<file path="src/rtl/seg7_pkg.sv">
// Shared constants and types for the 8-digit 7-segment scan driver.
// Patterns are active-high {g,f,e,d,c,b,a}; the dp bit is added separately.
package seg7_pkg;

    localparam int NUM_DIGITS = 8;
    localparam logic [3:0] BLANK_CODE = 4'hF;

    typedef logic [7:0] seg8_t;

    localparam logic [6:0] SEG_LUT [16] = '{
        7'h3F, 7'h06, 7'h5B, 7'h4F,
        7'h66, 7'h6D, 7'h7D, 7'h07,
        7'h7F, 7'h6F, 7'h77, 7'h7C,
        7'h39, 7'h5E, 7'h79, 7'h00
    };

endpackage

</file>
<file path="src/rtl/seg7_decode.sv">
// Nibble to active-high segment pattern; blank suppresses the dp as well.
module seg7_decode
    import seg7_pkg::*;
(
    input  logic [3:0] nibble,
    input  logic       dp,
    input  logic       blank,
    output seg8_t      seg
);

    always_comb begin
        seg = '0;
        if (!blank) begin
            seg[7] = dp;
            if (nibble != BLANK_CODE)
                seg[6:0] = SEG_LUT[nibble];
        end
    end

endmodule

</file>
<file path="src/rtl/seg7_scan_driver.sv">
// Time-multiplexed 8-digit scan with frame-latched shadows, dead time,
// decimal points, blink and output polarity control.
module seg7_scan_driver
    import seg7_pkg::*;
#(
    parameter int SCAN_DIV       = 10000,
    parameter int DEAD_CYCLES    = 16,
    parameter int BLINK_DIV      = 50,
    parameter bit SEG_ACTIVE_LOW = 1'b0,
    parameter bit DIG_ACTIVE_LOW = 1'b0
) (
    input  logic                  clk,
    input  logic                  rst_n,
    input  logic                  enable,
    input  logic [31:0]           disp_data,
    input  logic [7:0]            dp_mask,
    input  logic [7:0]            blink_mask,
    output logic [NUM_DIGITS-1:0] digit_sel,
    output seg8_t                 seg_out,
    output logic                  frame_tick
);

    localparam int PW = $clog2(SCAN_DIV);
    localparam int IW = $clog2(NUM_DIGITS);
    localparam int BW = (BLINK_DIV > 1) ? $clog2(BLINK_DIV) : 1;

    localparam logic [PW-1:0] PC_LAST = PW'(SCAN_DIV - 1);
    localparam logic [PW-1:0] PC_DEAD = PW'(DEAD_CYCLES);
    localparam logic [IW-1:0] IDX_LAST = IW'(NUM_DIGITS - 1);
    localparam logic [BW-1:0] BC_LAST = BW'(BLINK_DIV - 1);

    localparam seg8_t SEG_OFF = {8{SEG_ACTIVE_LOW}};
    localparam logic [NUM_DIGITS-1:0] DIG_OFF = {NUM_DIGITS{DIG_ACTIVE_LOW}};

    logic [PW-1:0] pcnt;
    logic [IW-1:0] idx;
    logic [BW-1:0] fcnt;
    logic          phase;
    logic [31:0]   sh_data;
    logic [7:0]    sh_dp;
    logic [7:0]    sh_blink;

    logic                  pc_last;
    logic                  frame_start;
    logic                  in_dead;
    logic [NUM_DIGITS-1:0] one_hot;
    seg8_t                 seg_nxt;

    assign pc_last     = (pcnt == PC_LAST);
    assign frame_start = pc_last && (idx == IDX_LAST);
    assign in_dead     = (pcnt < PC_DEAD);
    assign one_hot     = {{(NUM_DIGITS-1){1'b0}}, 1'b1} << idx;

    seg7_decode u_decode (
        .nibble (sh_data[{idx, 2'b00} +: 4]),
        .dp     (sh_dp[idx]),
        .blank  (phase & sh_blink[idx]),
        .seg    (seg_nxt)
    );

    always_ff @(posedge clk or negedge rst_n) begin
        if (!rst_n) begin
            pcnt       <= '0;
            idx        <= '0;
            fcnt       <= '0;
            phase      <= 1'b0;
            sh_data    <= 32'hFFFF_FFFF;
            sh_dp      <= '0;
            sh_blink   <= '0;
            frame_tick <= 1'b0;
            digit_sel  <= DIG_OFF;
            seg_out    <= SEG_OFF;
        end else if (!enable) begin
            // Idle: shadows track inputs so a restart shows fresh data.
            pcnt       <= '0;
            idx        <= '0;
            fcnt       <= '0;
            phase      <= 1'b0;
            sh_data    <= disp_data;
            sh_dp      <= dp_mask;
            sh_blink   <= blink_mask;
            frame_tick <= 1'b0;
            digit_sel  <= DIG_OFF;
            seg_out    <= SEG_OFF;
        end else begin
            frame_tick <= frame_start;
            if (pc_last) begin
                pcnt <= '0;
                idx  <= idx + 1'b1;
            end else begin
                pcnt <= pcnt + 1'b1;
            end
            if (frame_start) begin
                sh_data  <= disp_data;
                sh_dp    <= dp_mask;
                sh_blink <= blink_mask;
                if (fcnt == BC_LAST) begin
                    fcnt  <= '0;
                    phase <= ~phase;
                end else begin
                    fcnt <= fcnt + 1'b1;
                end
            end
            digit_sel <= in_dead ? DIG_OFF : (one_hot ^ DIG_OFF);
            seg_out   <= seg_nxt ^ SEG_OFF;
        end
    end

endmodule

</file>
<file path="config.mk">
export PLATFORM = sky130hd
export DESIGN_NAME = seg7_scan_driver
export DESIGN_NICKNAME = d
export VERILOG_FILES = /design/src/rtl/seg7_pkg.sv /design/src/rtl/seg7_decode.sv /design/src/rtl/seg7_scan_driver.sv
export SDC_FILE = /design/constraint.sdc
export NUM_CORES = 1
export LEC_CHECK = 0
export ABC_AREA = 1
export BUFFER_PORTS_ARGS = -buffer_cell sky130_fd_sc_hd__buf_2
export CORE_UTILIZATION = 53
export CTS_CLUSTER_DIAMETER = 50
export DETAILED_ROUTE_END_ITERATION = 7
export GPL_TIMING_DRIVEN = 0
export PLACE_DENSITY_LB_ADDON = 0.3
export SLEW_MARGIN = 5
export SYNTH_ARGS = -nofsm -noshare
export SYNTH_HDL_FRONTEND = slang
export SYNTH_SLANG_ARGS = --single-unit
</file>
<file path="constraint.sdc">
create_clock -name clk -period 2.25 [get_ports clk]
set_input_delay 0.45 -clock clk [delete_from_list [all_inputs] [get_ports clk]]
set_output_delay 0.45 -clock clk [all_outputs]
set_load 0.01 [all_outputs]
</file>
==> impl_metrics.tcl <==
set metrics [dict create \
    outcome "finished, final reports clean" \
    fmaxAchievable_mhz 477.0 \
    place_congestion 0.8671 \
    synth.top_cells.by_count "nand2_1 (172), inv_1 (68), nand3_1 (58)" \
    met2_usage 0.4089 \
    finClkSkew_ns 0.01002 \
    yosys_warnings 0 \
    reg2reg_to "seg_out[0]" \
    r2r_slack_ns 0.15 \
    core-area_sq_um 8299 \
    hp-start "disp_data[1]" \
    grt_start_max_net_pins 71 \
    clk_path_buf_depth 2 \
    cp_max_fo 10 \
    slowest_delay_ns 0.38 \
    cp.required_ns 2.52 \
    io_buffers 67 \
    num_antenna_cells 0 \
    dp_cells 749 \
    critPathLaunchType "flip-flop" \
    root_buffer "clkbuf_8" \
    path_clk_slew_ns 0.09 \
    wire_per_inst_um 13.86 \
    peakVddDrop_mv 0.3908 \
    end_kind "flip-flop" \
    top_usage_layer "met2" \
    final_cell_count_no_fill 770 \
    synth_seq_cells 89 \
    power_density_nw_per_um2 735.0 \
    wl_um 10670 \
    tightest_slew_ns 0.6222 \
    die_area_sq_um 9012 \
    hold_class "input port to flip-flop" \
    tritoncts "yes" \
    synth_area_leaders "dfrtp_1 (31%), dfstp_2 (18%), nand2_1 (14%), nand3_1 (6.3%), inv_1 (5.6%)" \
    holdPathEnd "sh_data[1]" \
    criticalPathCategory "flip-flop to flip-flop" \
    reg2reg_depth 16 \
    critPathMostFrequentCell "nand2_1" \
    synth_cell_types 29 \
    drive_gt1_frac 0.2286 \
    setup_violations 0 \
    nets 726 \
    ys_seq_area_frac 0.4954 \
    worstPathArrival_ns 2.36 \
    drc 0 \
    tns_ns 0 \
    cts.sinks 89 \
    hpwl_um 7539 \
    max_cap_viol_count 0 \
    ys.flop_type "dfrtp_1" \
    grt_pass1_vias 3752 \
    start_util 0.5515 \
    avgSynthCellArea_sq_um 7.946 \
    drv_slew 0 \
    min_path_cells 3 \
    grt-ovfl-total 0 \
    dr.pass1.iters 4 \
    netlist_instances 576 \
    clk_latency_ns 0.37 \
    async_flop_share 1.000 \
    htree_levels 3 \
    num_vias 4036 \
    grt_pass1_wl_um 17350 \
    fp.dieH_um 94.93 \
    area_growth_pct 17.30 \
    post-route-period-util 0.9318 \
    synth_top_cell_by_area "dfrtp_1" \
    crit_slowest_cell "dfrtp_1" \
    num_io_pins 68 \
    use_met3 0.04992 \
    met1_usage 0.3399 \
    synth-edff-count 0 \
    ant_nets 0 \
    rows 33 \
    yosysMostFrequentCell "nand2_1" \
    grtUsageTotal 0.2516 \
    cts_buffers 9 \
    finalWorstPathRequiredPeriod_ns 2.097 \
    die_x_um 94.93 \
    rr_startpoint "idx[0]" \
    yosys.area.top_type_share 0.3116 \
    slew_headroom 0.5817 \
    syn-num-nets 642 \
    antenna_found_initial 0 \
    p_leak_nw 2.778 \
    synth_area_sq_um 4577 \
    hold_viol_final 0 \
    drtIter0Drc 260 \
    path_cells "buf_6 -> buf_4 -> nor2_1 -> nor2_1 -> nand2_1 -> nand2_1 -> nand2_1 -> nand2_4 -> inv_1 -> ha_1 -> nor2_2 -> nand3_1 -> nand2_1 -> nand2_1 -> nand2_1 -> nor2_1" \
    vias_per_cell 5.242 \
    finalPower_mw 3.946 \
]
stage by stage:
stage	area [sq um]	hold slack, ns	util	worst slack (ns)
after detailed placement	5074	0.3535	0.6113	-0.1235
after floorplan	4577	0.1544	-	0.3314
after global placement	5044	0.4606	0.6077	-0.04642
final	5369	0.2744	0.6469	0.1535
after CTS	5310	0.2730	0.6398	0.01416
after global routing	5369	0.2801	0.6469	-0.004448
how the worst max path moves through the flow:
stage	start	end	cells past startpoint	slack, ns
after floorplan	idx[0]	seg_out[0]	16	0.33
after global placement	idx[1]	seg_out[0]	13	-0.05
after detailed placement	idx[1]	seg_out[0]	13	-0.12
after CTS	idx[0]	seg_out[4]	12	0.01
after global routing	idx[1]	seg_out[0]	14	-0.004
final	idx[0]	seg_out[0]	16	0.15
layout by cell type, fill, tap and decap left out, types with 3 or more instances in the layout:
| master | n |
|---|---|
| dfstp_2 | 32 |
| xor2_1 | 6 |
| nor3_1 | 18 |
| clkbuf_8 | 10 |
| nand3_1 | 58 |
| o21ai_0 | 16 |
| inv_1 | 68 |
| buf_6 | 8 |
| buf_4 | 7 |
| o21ai_1 | 40 |
| nand2_1 | 171 |
| nor3b_1 | 3 |
| nor2_1 | 43 |
| dfrtp_1 | 56 |
| ha_1 | 15 |
| nand2_2 | 3 |
| buf_2 | 74 |
| nand4_1 | 4 |
| clkbuf_1 | 4 |
| a21oi_1 | 4 |
cells by family after synthesis:
| group | synth area share |
|---|---|
| xor+xnor | 0.01340 |
| buf+inv | 0.09349 |
| simple gates | 0.2851 |
| compound gates | 0.07163 |
| fa+ha+maj | 0.04101 |
| flops | 0.4954 |
flip-flops by register name, indices dropped and copies added (netlist names):
signal      cells
seg_out         8
sh_data        32
sh_blink        8
fcnt            6
pcnt           14
frame_tick      1
phase           1
sh_dp           8
digit_sel       8
idx             3
final cells by class:
class	instances	area, sq um
timing repair buffer	73	405.4
sequential	89	2268
tap	105	131.4
inverter	72	272.8
clock buffer	12	145.1
fill	685	2930
clock inverter	4	77.57
buffer	22	165.2
multi-input combinational	393	1903
critical path: cells and delay by family (launching register included):
kind | cells | cell delay, ns
flops | 1 | 0.38
buf+inv | 3 | 0.42
fa+ha+maj | 1 | 0.24
simple gates | 12 | 0.95
power breakdown:
group | internal [mW] | total (mW) | switching (mW)
sequential | 1.77 | 1.83 | 0.0590
clock | 0.662 | 1.25 | 0.586
combinational | 0.327 | 0.867 | 0.540
total | 2.76 | 3.95 | 1.18
routing by layer:
metal,share of wire,up-vias
met5,0,-
li1,-,1985
met4,0.014,0
met1,0.45,1903
met3,0.064,14
met2,0.47,134
timing repair:
item                       in CTS  in global routing
setup buffers                   0                  4
pin swaps                       0                  1
hold endpoints to repair       19                  0
gates resized for setup         2                  9
setup endpoints to repair       4                  7
hold buffers                    1                  0
(Power assumes the default switching activity.)
